[config.mk]
export PLATFORM = sky130hd
export DESIGN_NAME = alu_issue_stage_flat
export DESIGN_NICKNAME = d
export VERILOG_FILES = /design/src/rtl/alu_pkg.sv /design/src/rtl/alu_issue_stage_if.sv /design/src/rtl/alu_issue_stage_regfile.sv /design/src/rtl/alu_issue_stage.sv /design/src/flat_wrapper.sv
export SDC_FILE = /design/constraint.sdc
export NUM_CORES = 1
export LEC_CHECK = 0
export BUFFER_PORTS_ARGS = -buffer_cell sky130_fd_sc_hd__buf_2
export CAP_MARGIN = 20
export CORE_MARGIN = 3
export CORE_UTILIZATION = 50
export CTS_CLUSTER_DIAMETER = 120
export DETAILED_ROUTE_END_ITERATION = 10
export PLACE_DENSITY = 0.7
export REMOVE_ABC_BUFFERS = 1
export SLEW_MARGIN = 20
export SYNTH_ARGS = -nofsm -noshare
export SYNTH_HDL_FRONTEND = slang
export SYNTH_SLANG_ARGS = --single-unit
[constraint.sdc]
create_clock -name clk -period 2.2 [get_ports clk]
set_clock_uncertainty 0.15 [all_clocks]
set_input_delay 0 -clock clk [delete_from_list [all_inputs] [get_ports clk]]
set_output_delay 0 -clock clk [all_outputs]
set_load 0.1 [all_outputs]
[src/rtl/alu_pkg.sv]
// Shared definitions for the ALU issue stage: opcodes, PSR layout, FSM encoding.
// The PSR masks select which captured ALU flags an opcode may commit.
package alu_pkg;

  localparam logic [3:0] OP_NOP  = 4'h0;
  localparam logic [3:0] OP_AND  = 4'h1;
  localparam logic [3:0] OP_OR   = 4'h2;
  localparam logic [3:0] OP_XOR  = 4'h3;
  localparam logic [3:0] OP_LSH  = 4'h4;
  localparam logic [3:0] OP_ADD  = 4'h5;
  localparam logic [3:0] OP_ADDU = 4'h6;
  localparam logic [3:0] OP_ADDC = 4'h7;
  localparam logic [3:0] OP_NOT  = 4'h8;
  localparam logic [3:0] OP_SUB  = 4'h9;
  localparam logic [3:0] OP_SUBC = 4'hA;
  localparam logic [3:0] OP_CMP  = 4'hB;
  localparam logic [3:0] OP_ASHU = 4'hC;
  localparam logic [3:0] OP_MOV  = 4'hD;
  localparam logic [3:0] OP_RSH  = 4'hE;
  localparam logic [3:0] OP_ALSH = 4'hF;

  localparam int PSR_Z = 4;
  localparam int PSR_C = 3;
  localparam int PSR_O = 2;
  localparam int PSR_L = 1;
  localparam int PSR_N = 0;

  localparam logic [4:0] PSR_MASK_NONE  = 5'b00000;
  localparam logic [4:0] PSR_MASK_ARITH = 5'b01100;
  localparam logic [4:0] PSR_MASK_CMP   = 5'b10011;

  typedef enum logic [1:0] {
    ST_IDLE = 2'd0,
    ST_READ = 2'd1,
    ST_EXEC = 2'd2,
    ST_WB   = 2'd3
  } state_t;

  // Logical ops treat imm8 as a bit pattern; everything else treats it as signed.
  function automatic logic imm_zext(input logic [3:0] op);
    return (op == OP_AND) || (op == OP_OR) || (op == OP_XOR);
  endfunction

  function automatic logic [4:0] psr_mask(input logic [3:0] op);
    case (op)
      OP_ADD, OP_ADDC, OP_SUB, OP_SUBC: psr_mask = PSR_MASK_ARITH;
      OP_CMP:                           psr_mask = PSR_MASK_CMP;
      default:                          psr_mask = PSR_MASK_NONE;
    endcase
  endfunction

endpackage

[src/rtl/alu_issue_stage_if.sv]
// Instruction handshake between the fetch side and the issue stage.
// A transfer happens on a rising clk edge where in_valid && in_ready; the source
// holds in_valid/in_instr/in_imm stable until that edge, and in_valid never waits on in_ready.
interface alu_issue_stage_if;
  logic        in_valid;
  logic        in_ready;
  logic [15:0] in_instr;
  logic        in_imm;

  modport master (output in_valid, output in_instr, output in_imm, input in_ready);
  modport slave  (input in_valid, input in_instr, input in_imm, output in_ready);
endinterface

[src/rtl/alu_issue_stage_regfile.sv]
// General register file: one write port, two operand read ports and a debug read port.
// Reads are combinational; the write lands on the rising edge.
module alu_issue_stage_regfile #(
  parameter int DATA_W = 16,
  parameter int NREGS  = 16,
  parameter int AW     = $clog2(NREGS)
) (
  input  logic              clk,
  input  logic              rst_n,
  input  logic              we,
  input  logic [AW-1:0]     waddr,
  input  logic [DATA_W-1:0] wdata,
  input  logic [AW-1:0]     raddr_a,
  output logic [DATA_W-1:0] rdata_a,
  input  logic [AW-1:0]     raddr_b,
  output logic [DATA_W-1:0] rdata_b,
  input  logic [AW-1:0]     raddr_d,
  output logic [DATA_W-1:0] rdata_d
);

  logic [DATA_W-1:0] regs [NREGS];

  always_ff @(posedge clk or negedge rst_n) begin
    if (!rst_n) begin
      for (int i = 0; i < NREGS; i++) regs[i] <= '0;
    end else if (we) begin
      regs[waddr] <= wdata;
    end
  end

  assign rdata_a = regs[raddr_a];
  assign rdata_b = regs[raddr_b];
  assign rdata_d = regs[raddr_d];

endmodule

[src/rtl/alu_issue_stage.sv]
// Decode / operand-fetch / writeback wrapper around an external combinational ALU.
// One instruction per three cycles: READ registers operands, EXEC captures the ALU, WB commits.
module alu_issue_stage
  import alu_pkg::*;
#(
  parameter int DATA_W = 16,
  parameter int NREGS  = 16
) (
  input  logic              clk,
  input  logic              rst_n,
  alu_issue_stage_if.slave  in_if,
  output logic [3:0]        alu_opcode,
  output logic [DATA_W-1:0] alu_a,
  output logic [DATA_W-1:0] alu_b,
  output logic              alu_cin,
  input  logic [DATA_W-1:0] alu_c,
  input  logic [4:0]        alu_flags,
  output logic [4:0]        psr,
  output logic              done,
  output logic              wb_en,
  input  logic [3:0]        dbg_addr,
  output logic [DATA_W-1:0] dbg_data,
  output state_t            dbg_state
);

  localparam int AW = $clog2(NREGS);

  state_t            state, state_nxt;
  logic [15:0]       instr_q;
  logic              imm_q;
  logic [DATA_W-1:0] res_q;
  logic [4:0]        flags_q;
  logic              accept;
  logic              ready_c;
  logic [DATA_W-1:0] rdata_a, rdata_b, imm_ext, wdata;
  logic [3:0]        op_q;
  logic [7:0]        imm8;

  assign op_q      = instr_q[15:12];
  assign imm8      = instr_q[7:0];
  assign dbg_state = state;
  assign in_if.in_ready = ready_c;

  assign imm_ext = imm_zext(op_q) ? {{(DATA_W-8){1'b0}}, imm8}
                                  : {{(DATA_W-8){imm8[7]}}, imm8};

  // MOV commits the already-registered B operand rather than the ALU result.
  assign wdata = (op_q == OP_MOV) ? alu_b : res_q;

  alu_issue_stage_regfile #(.DATA_W(DATA_W), .NREGS(NREGS)) u_regfile (
    .clk     (clk),
    .rst_n   (rst_n),
    .we      (wb_en),
    .waddr   (AW'(instr_q[11:8])),
    .wdata   (wdata),
    .raddr_a (AW'(instr_q[11:8])),
    .rdata_a (rdata_a),
    .raddr_b (AW'(instr_q[7:4])),
    .rdata_b (rdata_b),
    .raddr_d (AW'(dbg_addr)),
    .rdata_d (dbg_data)
  );

  always_ff @(posedge clk or negedge rst_n) begin
    if (!rst_n) state <= ST_IDLE;
    else        state <= state_nxt;
  end

  always_comb begin
    state_nxt = state;
    ready_c   = 1'b0;
    accept    = 1'b0;
    done      = 1'b0;
    wb_en     = 1'b0;
    case (state)
      ST_IDLE: begin
        ready_c = 1'b1;
        if (in_if.in_valid) begin
          accept    = 1'b1;
          state_nxt = ST_READ;
        end
      end
      ST_READ: state_nxt = ST_EXEC;
      ST_EXEC: state_nxt = ST_WB;
      ST_WB: begin
        done    = 1'b1;
        wb_en   = (op_q != OP_NOP) && (op_q != OP_CMP);
        ready_c = 1'b1;
        if (in_if.in_valid) begin
          accept    = 1'b1;
          state_nxt = ST_READ;
        end else begin
          state_nxt = ST_IDLE;
        end
      end
      default: state_nxt = ST_IDLE;
    endcase
  end

  always_ff @(posedge clk or negedge rst_n) begin
    if (!rst_n) begin
      instr_q    <= '0;
      imm_q      <= 1'b0;
      alu_opcode <= OP_NOP;
      alu_a      <= '0;
      alu_b      <= '0;
      alu_cin    <= 1'b0;
      res_q      <= '0;
      flags_q    <= '0;
      psr        <= '0;
    end else begin
      if (accept) begin
        instr_q <= in_if.in_instr;
        imm_q   <= in_if.in_imm;
      end
      if (state == ST_READ) begin
        alu_opcode <= op_q;
        alu_a      <= rdata_a;
        alu_b      <= imm_q ? imm_ext : rdata_b;
        alu_cin    <= psr[PSR_C];
      end
      if (state == ST_EXEC) begin
        res_q   <= alu_c;
        flags_q <= alu_flags;
      end
      if (state == ST_WB) begin
        psr <= (psr & ~psr_mask(op_q)) | (flags_q & psr_mask(op_q));
      end
    end
  end

endmodule

[src/flat_wrapper.sv]
// flat-port wrapper written by rule: the top's interface ports become plain ports
module alu_issue_stage_flat import alu_pkg::*;
#(
  parameter int DATA_W = 16,
  parameter int NREGS  = 16
)
  (clk, rst_n, alu_opcode, alu_a, alu_b, alu_cin, alu_c, alu_flags, psr, done, wb_en, dbg_addr, dbg_data, dbg_state, in_if_in_valid, in_if_in_instr, in_if_in_imm, in_if_in_ready);
  alu_issue_stage_if in_if_i ();
  input  logic clk;
  input  logic rst_n;
  output logic [3:0] alu_opcode;
  output logic [DATA_W-1:0] alu_a;
  output logic [DATA_W-1:0] alu_b;
  output logic alu_cin;
  input  logic [DATA_W-1:0] alu_c;
  input  logic [4:0] alu_flags;
  output logic [4:0] psr;
  output logic done;
  output logic wb_en;
  input  logic [3:0] dbg_addr;
  output logic [DATA_W-1:0] dbg_data;
  output state_t dbg_state;
  input wire logic [$bits(in_if_i.in_valid)-1:0] in_if_in_valid;
  input wire logic [$bits(in_if_i.in_instr)-1:0] in_if_in_instr;
  input wire logic [$bits(in_if_i.in_imm)-1:0] in_if_in_imm;
  output wire logic [$bits(in_if_i.in_ready)-1:0] in_if_in_ready;
  assign in_if_i.in_valid = in_if_in_valid;
  assign in_if_i.in_instr = in_if_in_instr;
  assign in_if_i.in_imm = in_if_in_imm;
  assign in_if_in_ready = in_if_i.in_ready;
  alu_issue_stage #(.DATA_W(DATA_W), .NREGS(NREGS)) u_core (.clk(clk), .rst_n(rst_n), .in_if(in_if_i), .alu_opcode(alu_opcode), .alu_a(alu_a), .alu_b(alu_b), .alu_cin(alu_cin), .alu_c(alu_c), .alu_flags(alu_flags), .psr(psr), .done(done), .wb_en(wb_en), .dbg_addr(dbg_addr), .dbg_data(dbg_data), .dbg_state(dbg_state));
endmodule
==> reports/qor.json <==
{
  "status": "complete, but fails checks",
  "failed_checks": "negative setup slack",
  "worstPathMaxFanout": 4,
  "critPathArrivalTime_ns": 2.20,
  "io_buffers": 107,
  "wire_length_of_the_first_global_routing_pass_um": 90200,
  "post_placement_worst_setup_slack_ns": -0.0710,
  "max_freq_ghz": 0.426,
  "power.clock.fraction": 0.160,
  "asyncSetResetFlopFracSynth": 1.00,
  "clk_transition_reported_paths_ns": 0.07,
  "vdd.ir_drop.worst_mv": 0.919,
  "power_density_nw_per_um2": 1720,
  "die_area_um2": 41200,
  "cp-end-kind": "primary output",
  "netlist_instances": 1264,
  "die_x_um": 203,
  "totalWireLength_um": 60200,
  "finalWeightedCongestion": 0.857,
  "detailed_place_hpwl_um": 36900,
  "synthToLayoutAreaGrowth_pct": 27.5,
  "clock_tree.root_cell": "sky130_fd_sc_hd__clkbuf_16",
  "tritoncts": "built",
  "synth-warning-count": 0,
  "clock_latency_ns": 0.54,
  "rsz0062_at_grt": "yes",
  "fin_max_slew_vios": 0,
  "critPathRequiredTime_ns": 2.05,
  "synth.avg_cell_area_um2": 15.3,
  "initial_utilization": 0.511,
  "post_synth_most_frequent_cells": "338 x sky130_fd_sc_hd__dfrtp_1, 233 x sky130_fd_sc_hd__mux2_2, 192 x sky130_fd_sc_hd__mux4_2, 90 x sky130_fd_sc_hd__mux2_4, 67 x sky130_fd_sc_hd__mux2i_1",
  "remaining_drc_errors": 0,
  "h-tree-depth": 2,
  "postRouteAntennaNets": 0,
  "period_share": 1.07,
  "multiInputGateArea_um2": 10400,
  "ys_top_cells_by_area": "sky130_fd_sc_hd__dfrtp_1 44%, sky130_fd_sc_hd__mux4_2 22%, sky130_fd_sc_hd__mux2_2 14%",
  "synth_flop_cell": "sky130_fd_sc_hd__dfrtp_1",
  "netlist_area_um2": 19400,
  "synth-seq-cells": 338,
  "final-setup-viol-count": 17,
  "grt_pass1_vias": 14500,
  "tritoncts.num_buffers": 39,
  "core-area_um2": 37900,
  "power.net_switching_mw": 17.7,
  "vias": 13900,
  "leakagePower_nw": 11.0,
  "drt-wirelength-per-cell_um": 27.9,
  "max_cap_violations": 0,
  "synth-edff-count": 0,
  "synth_largest_type_area_fraction": 0.436,
  "post_layout_nonfiller_instances": 2154,
  "timing.slew.headroom": 0.563,
  "grt_overflow_total": 0,
  "yosysSeqAreaShare": 0.436,
  "clkSinkCount": 338,
  "worst_slew_pin_slew_ns": 0.655,
  "drt_pre_antenna_iters": 5,
  "cts-root-to-sink-buffers": 3,
  "fillers": 2671,
  "worstSetupStartpointType": "flop",
  "final-hold-violation-count": 0,
  "ys_types": 46,
  "yosys.cell_count.top_type": "sky130_fd_sc_hd__dfrtp_1",
  "grt_antenna_before_repair": 0,
  "worstHoldPathType": "in -> reg",
  "antennaDiodeCount": 0,
  "total_placed_cells_including_tap_cells": 1879,
  "ff_latch_area_um2": 8470,
  "crit_type": "reg -> out",
  "die-height_um": 203,
  "placementRows": 71,
  "power.switching_fraction": 0.418,
  "avg_vias_per_cell": 6.44,
  "final.setup.worst_slack_ns": -0.146,
  "combinationalPowerShare": 0.573,
  "synth_top_area_cell": "sky130_fd_sc_hd__dfrtp_1",
  "dr.first_iter.drc_count": 1380,
  "cellInternalPower_mw": 24.7,
  "p_seq_frac": 0.267,
  "pin_count_of_the_biggest_net_entering_global_routing": 58,
  "nets": 1664,
  "drive_gt1_frac": 0.604,
  "ioPinCount": 108,
  "period_needed_ns": 2.35,
  "grt.total_usage": 0.290
}
==> flip-flops by register name (all words and copies together), names as in the netlist, named ones only <==
name and flops:
u_core.imm_q 1, u_core.flags_q 5, u_core.res_q 16, u_core.alu_cin 1, u_core.instr_q 16, u_core.alu_a 16, u_core.alu_opcode 4, u_core.u_regfile.regs 256
u_core.alu_b 16, u_core.dbg_state 2
==> path summary, 6_finish.rpt <==
path                            cells after the start  slack [ns]                         end                  startpoint
worst max-delay path                                3       -0.15                 dbg_data[4]  u_core.u_regfile.regs[212]
worst min-delay path                                3        0.08            u_core.res_q[14]                   alu_c[14]
worst max register to register                      5       -0.03             u_core.alu_a[4]           u_core.instr_q[8]
worst min register to register                      1        0.32            u_core.alu_a[10]            u_core.alu_a[10]
max in group asynchronous                           4        0.69                   async pin                       rst_n
min in group asynchronous                           3        0.38  u_core.u_regfile.regs[218]                       rst_n
==> layer usage <==
layer / routed length [um] / global-route usage
met1: 23300 / 0.382
met2: 29700 / 0.484
met3: 4380 / 0.0465
met4: 2740 / 0.117
met5: 0 / 0
==> layout make-up <==
| type | count | area share |
|---|---|---|
| Multi-Input combinational cell | 802 | 0.420 |
| Clock inverter | 15 | 0.00755 |
| Timing Repair Buffer | 422 | 0.155 |
| Clock buffer | 55 | 0.0469 |
| Tap cell | 511 | 0.0259 |
| Sequential cell | 338 | 0.343 |
| Inverter | 11 | 0.00167 |
==> repair_timing <==
item                                    CTS  global route
endpoints found under the setup margin  109            70
setup buffers                           138            24
hold endpoints to repair                378             0
gates cloned                              0             2
gates resized for setup                  70            10
pin swaps                                 1             2
hold buffers                             41             0
==> cell families (layout without fill, tap and decap cells) <==
family,count (synthesis),in the layout,share of synthesized area
AOI/OAI and AO/OA,91,91,0.0318
and+or+nand+nor,124,124,0.0346
adders and majority gates,5,5,0.00323
DFF,338,338,0.436
muxes,582,582,0.463
buffers and inverters,124,503,0.0311
==> metrics by stage <==
stage | utilization | setup TNS [ns] | power (mW) | hold slack (ns) | area (um2)
after global placement | 0.563 | -0.709 | 32.0 | -0.160 | 21400
after CTS | 0.644 | -1.51 | 41.6 | 0.0677 | 24400
after global routing | 0.651 | -2.04 | 44.1 | 0.0921 | 24700
final | 0.651 | -1.47 | 42.4 | 0.0817 | 24700
after floorplan | - | -552.92 | 26.3 | -0.446 | 18800
after detailed placement | 0.563 | -4.09 | 32.5 | -0.165 | 21400
==> cells in the final DEF, fill, tap and decap left out, types with 10 or more instances in the layout <==
cell type	count
sky130_fd_sc_hd__inv_1	10
sky130_fd_sc_hd__nand3_1	10
sky130_fd_sc_hd__dfrtp_1	333
sky130_fd_sc_hd__nor2_1	18
sky130_fd_sc_hd__o22ai_1	26
sky130_fd_sc_hd__mux4_2	192
sky130_fd_sc_hd__mux2_4	90
sky130_fd_sc_hd__mux2_2	233
sky130_fd_sc_hd__buf_12	55
sky130_fd_sc_hd__dlygate4sd3_1	41
sky130_fd_sc_hd__nand4_1	15
sky130_fd_sc_hd__nor2_4	11
sky130_fd_sc_hd__buf_4	227
sky130_fd_sc_hd__a21o_1	16
sky130_fd_sc_hd__nand2_1	41
sky130_fd_sc_hd__mux2i_1	67
sky130_fd_sc_hd__buf_2	89
sky130_fd_sc_hd__a31oi_1	12
sky130_fd_sc_hd__clkbuf_16	43
==> worst max-delay path, stage by stage, from the launching register on <==
cell and delay [ns]:
sky130_fd_sc_hd__dfrtp_1 0.40, sky130_fd_sc_hd__mux4_2 0.47, sky130_fd_sc_hd__mux4_2 0.57, sky130_fd_sc_hd__buf_12 0.21
==> power groups by stage <==
| stage | clock network (mW) | registers, mW | logic, mW |
|---|---|---|---|
| after CTS | 6.88 | 11.2 | 23.6 |
| final | 6.78 | 11.3 | 24.3 |
| after global routing | 7.13 | 11.6 | 25.5 |
| after floorplan | 0 | 14.1 | 12.2 |
| after global placement | 0 | 11.6 | 20.5 |
| after detailed placement | 0 | 11.7 | 20.8 |
Note: power is estimated with default switching activity, not from simulation.
